`src/rtl/stream_mux_rr.sv`:
```
// stream_mux_rr: N-channel registered stream mux, round-robin or fixed priority.
// Ports: clk, rst_n, in_valid/in_data/in_ready (N ch), out_valid/out_data/out_sel/out_ready.
module stream_mux_rr #(
  parameter int WIDTH = 8,
  parameter int N     = 4,
  parameter int MODE  = 0,
  parameter int SELW  = $clog2(N)
) (
  input  logic               clk,
  input  logic               rst_n,
  input  logic [N-1:0]       in_valid,
  input  logic [N*WIDTH-1:0] in_data,
  output logic [N-1:0]       in_ready,
  output logic               out_valid,
  output logic [WIDTH-1:0]   out_data,
  output logic [SELW-1:0]    out_sel,
  input  logic               out_ready
);

  localparam bit RR = (MODE == 0);

  logic [SELW-1:0] ptr;
  logic [SELW-1:0] start;
  logic [SELW-1:0] gnt_idx;
  logic [SELW-1:0] ptr_nxt;
  logic [N-1:0]    grant;
  logic            gnt_any;
  logic            load_en;
  logic            xfer;

  assign start   = RR ? ptr : '0;
  assign load_en = !out_valid || out_ready;

  // Scan start, start+1, ... modulo N; first valid wins.
  always_comb begin
    logic [SELW:0] idx;
    idx     = '0;
    grant   = '0;
    gnt_idx = '0;
    gnt_any = 1'b0;
    for (int k = 0; k < N; k++) begin
      idx = {1'b0, start} + (SELW+1)'(k);
      if (idx >= (SELW+1)'(N))
        idx = idx - (SELW+1)'(N);
      if (!gnt_any && in_valid[idx[SELW-1:0]]) begin
        gnt_any = 1'b1;
        gnt_idx = idx[SELW-1:0];
      end
    end
    if (gnt_any)
      grant[gnt_idx] = 1'b1;
  end

  // rst_n gates ready so nothing is handshaken while held in reset.
  assign in_ready = (load_en && rst_n) ? grant : '0;
  assign xfer     = load_en && gnt_any;

  assign ptr_nxt = (gnt_idx == SELW'(N-1)) ?
                   '0 : gnt_idx + 1'b1;

  always_ff @(posedge clk or negedge rst_n) begin
    if (!rst_n) begin
      out_valid <= 1'b0;
      out_data  <= '0;
      out_sel   <= '0;
      ptr       <= '0;
    end else if (load_en) begin
      out_valid <= gnt_any;
      if (xfer) begin
        out_data <= in_data[gnt_idx*WIDTH +: WIDTH];
        out_sel  <= gnt_idx;
        if (RR)
          ptr <= ptr_nxt;
      end
    end
  end

endmodule
```
`config.mk`:
```
export PLATFORM = sky130hd
export DESIGN_NAME = stream_mux_rr
export DESIGN_NICKNAME = d
export VERILOG_FILES = /design/src/rtl/stream_mux_rr.sv
export SDC_FILE = /design/constraint.sdc
export NUM_CORES = 1
export LEC_CHECK = 0
export BUFFER_PORTS_ARGS = -buffer_cell sky130_fd_sc_hd__buf_2
export CAP_MARGIN = 40
export CELL_PAD_IN_SITES_DETAIL_PLACEMENT = 1
export CELL_PAD_IN_SITES_GLOBAL_PLACEMENT = 1
export CORE_ASPECT_RATIO = 1.4
export CORE_UTILIZATION = 32
export DETAILED_ROUTE_END_ITERATION = 12
export HOLD_SLACK_MARGIN = 0.15
export PLACE_DENSITY_LB_ADDON = 0.1
export SYNTH_ARGS = -nofsm -noshare
export SYNTH_HDL_FRONTEND = slang
export SYNTH_SLANG_ARGS = --single-unit
export TNS_END_PERCENT = 1
```
`constraint.sdc`:
```
create_clock -name clk -period 5 [get_ports clk]
set_clock_uncertainty 0.1 [all_clocks]
set_input_delay 0.5 -clock clk [delete_from_list [all_inputs] [get_ports clk]]
set_output_delay 0.5 -clock clk [all_outputs]
set_load 0.1 [all_outputs]
```
==> out/qor.txt <==
TNS Setup: 0 ns
DRT Wirelength: 2965 um
hold depth: 2
Synth Area in Compound Gates: 28.82%
final non-filler cell total: 193
diode count: 0
Root Driver: clkbuf_4
critical path's slowest cell: nor3_4
worst path bufs/invs: 1
grt total ovfl: 0
RSZ-0062 raised after global routing: false
Final Slew Violations: 0
top cells by count, synth: nand2_1 (15), dfrtp_1 (13), mux2i_1 (8)
Post-Synthesis Cells: 102
Post-Synth XOR/XNOR Area: 0%
Post-Synthesis Cell Area: 933.4 um2
IO Port Bufs: 53
worst slack, placed: 1.886 ns
DRT antenna net count: 0
EDFF count, synth: 0
max-cap viol count: 0
Leak: 0.6273 nW
Yosys top cell area share: 34.85%
crit end category: output pin
Post-Syn Nets: 142
mux contribution to synthesized area: 8.579%
register area share after synthesis: 34.85%
DR DRC count: 0
post-synth cell types: 29
dominant synthesized flop cell: dfrtp_1
Worst-Margin Slew: 0.8442 ns
worst path required time: 4.40 ns
Final Hold Fails: 0
power per cell area: 575.9 nW/um2
largest net degree at the start of global routing: 16
first-pass GRT wire length: 4554 um
CP Launch Type: register
CP arrival: 2.67 ns
peak supply drop: 395.2 uV
clk sink count: 13
wire per inst: 15.36 um
minimum clock period: 3.265 ns
die height: 65.91 um
# setup viols final: 0
Synth Area in Simple Gates: 23.19%
met2 routed WL: 1631 um
Syn Area/Cell: 9.151 um2
clock transition at the registers of the reported paths: 0.10 ns
drt pass-1 iters: 4
synthesis-to-finish area growth: 35.66%
GRT Util Overall: 20.27%
final worst slack: 1.735 ns
final layout net count: 198
GPL Wtd Cong: 0.7103
IO Pins: 54
post-route clock period utilization: 65.31%
critical path type: register to output pin
initial core utilization: 34.60%
CORE AREA: 2698 um2
CTS Buffer Depth: 2
total power: 729.2 uW
Final Instance Area: 1266 um2
layout cell share with drive strength beyond 1: 43.95%
largest family of logic cells by synthesized area: compound AO/OA/AOI/OAI gates
Core Rows: 22
Adder-Cell Fraction of Synth Area: 1.340%
Post-Route M1 WL: 1197 um
total placed instance area: 1229 um2
Worst-Skew Late Latency: 0.28 ns
Num CTS Buffers: 3
CTS tree: yes
Via Count: 1,008
top sig layer: met4
CP Max Fanout: 15
cell count after placement: 188
post-CTS resize count: 0
outcome: complete, no violations
top cells by area, synth: dfrtp_1 (35%), mux2i_1 (8.6%), a21bo_2 (7.5%), nand2_1 (6.0%), o211ai_1 (5.6%)
initial antenna violation count: 0
Die Area: 3140 um2
vias in the first global route: 1,018
Vias per Instance: 5.223
Starting DRT DRC Count: 20
Largest delay share family, worst path: simple AND/OR/NAND/NOR gates
asr flop ratio synth: 100.0%
#FFs+latches synth: 13
Hold Crit Class: register to register
max incr delay on CP: 0.64 ns
largest area contributor in the netlist: dfrtp_1
Slew HR: 43.29%
achievable frequency: 0.3062 GHz
most frequent cell after synthesis: nand2_1
met3 routed WL: 117 um
die width: 47.65 um
dpl hpwl: 2422 um
Worst path depth: 6
r2r worst-path depth: 6
synth warn: 0
htree depth: 1
crit-path cells: nor2b_1, o21a_1, nor3_4, ha_1, and3_1, buf_2
[flip-flops by register name, indices dropped and copies added (netlist names)]
register	cells
out_data	8
ptr	2
out_sel	2
out_valid	1
[worst paths after layout]
path / start / slack [ns] / end
max: ptr[1] / 1.73 / in_ready[3]
min: out_data[6] / 0.40 / out_data[6]
max reg2reg: ptr[1] / 2.76 / ptr[1]
min reg2reg: out_data[6] / 0.40 / out_data[6]
max in group asynchronous: rst_n / 3.99 / out_data[2]
min in group asynchronous: rst_n / 0.54 / out_sel[0]
[repair_timing]
action / 4_1_cts / 5_1_grt
setup buffers: 0 / 0
hold buffers: 1 / 0
endpoints found under the hold margin: 13 / 0
[logic make-up after synthesis]
logic type                 after synthesis
AOI/OAI and AO/OA                       34
adders and majority gates                1
buffers and inverters                    4
DFF                                     13
muxes                                    8
and+or+nand+nor                         42
[cells in the final DEF (no fill, tap or decap), types with 2 or more instances in the layout]
master    count
nor3_1        2
dfrtp_1      13
a211oi_1      3
nand2_1      15
o31ai_1       7
a21o_1        2
nand2b_1      3
clkbuf_4      3
o21ai_1       2
buf_2        53
nor3b_1       2
o211ai_1      7
nor2_1        7
a21bo_2       7
nand4_1       7
mux2i_1       8
[worst reg2reg max path, delay by kind of cell (launching register included)]
kind	cells	cell delay, ns
and+or+nand+nor	4	0.93
AOI/OAI and AO/OA	1	0.31
adders and majority gates	1	0.35
DFF	1	0.44
[power breakdown]
group	total [mW]	internal [mW]	switching [mW]	leakage, nW
logic	0.490	0.109	0.381	0.455
registers	0.170	0.143	0.0275	0.154
clock network	0.0687	0.0296	0.0391	0.0177
total	0.729	0.281	0.448	0.627
[stage by stage]
step	hold slack, ns	utilization [%]
floorplan	0.1044	-
global placement	0.3209	45.27
detailed placement	0.3264	45.55
CTS	0.4041	46.94
global route	0.4142	46.94
finish	0.4030	46.94
[layout make-up]
cell class / instances / area (um2)
Fill cell: 367 / 1431
Multi-Input combinational cell: 85 / 585.6
Sequential cell: 13 / 325.3
Timing Repair Buffer: 55 / 282.8
Tap cell: 36 / 45.04
Clock buffer: 3 / 22.52
Clock inverter: 1 / 5.005
[layer usage]
metal	vias to the layer above	GRT usage, %
met5	-	0
li1	502	-
met2	36	38.18
met1	466	23.14
met3	4	2.186
met4	0	4.167
Note: power is estimated with default switching activity, not from simulation.
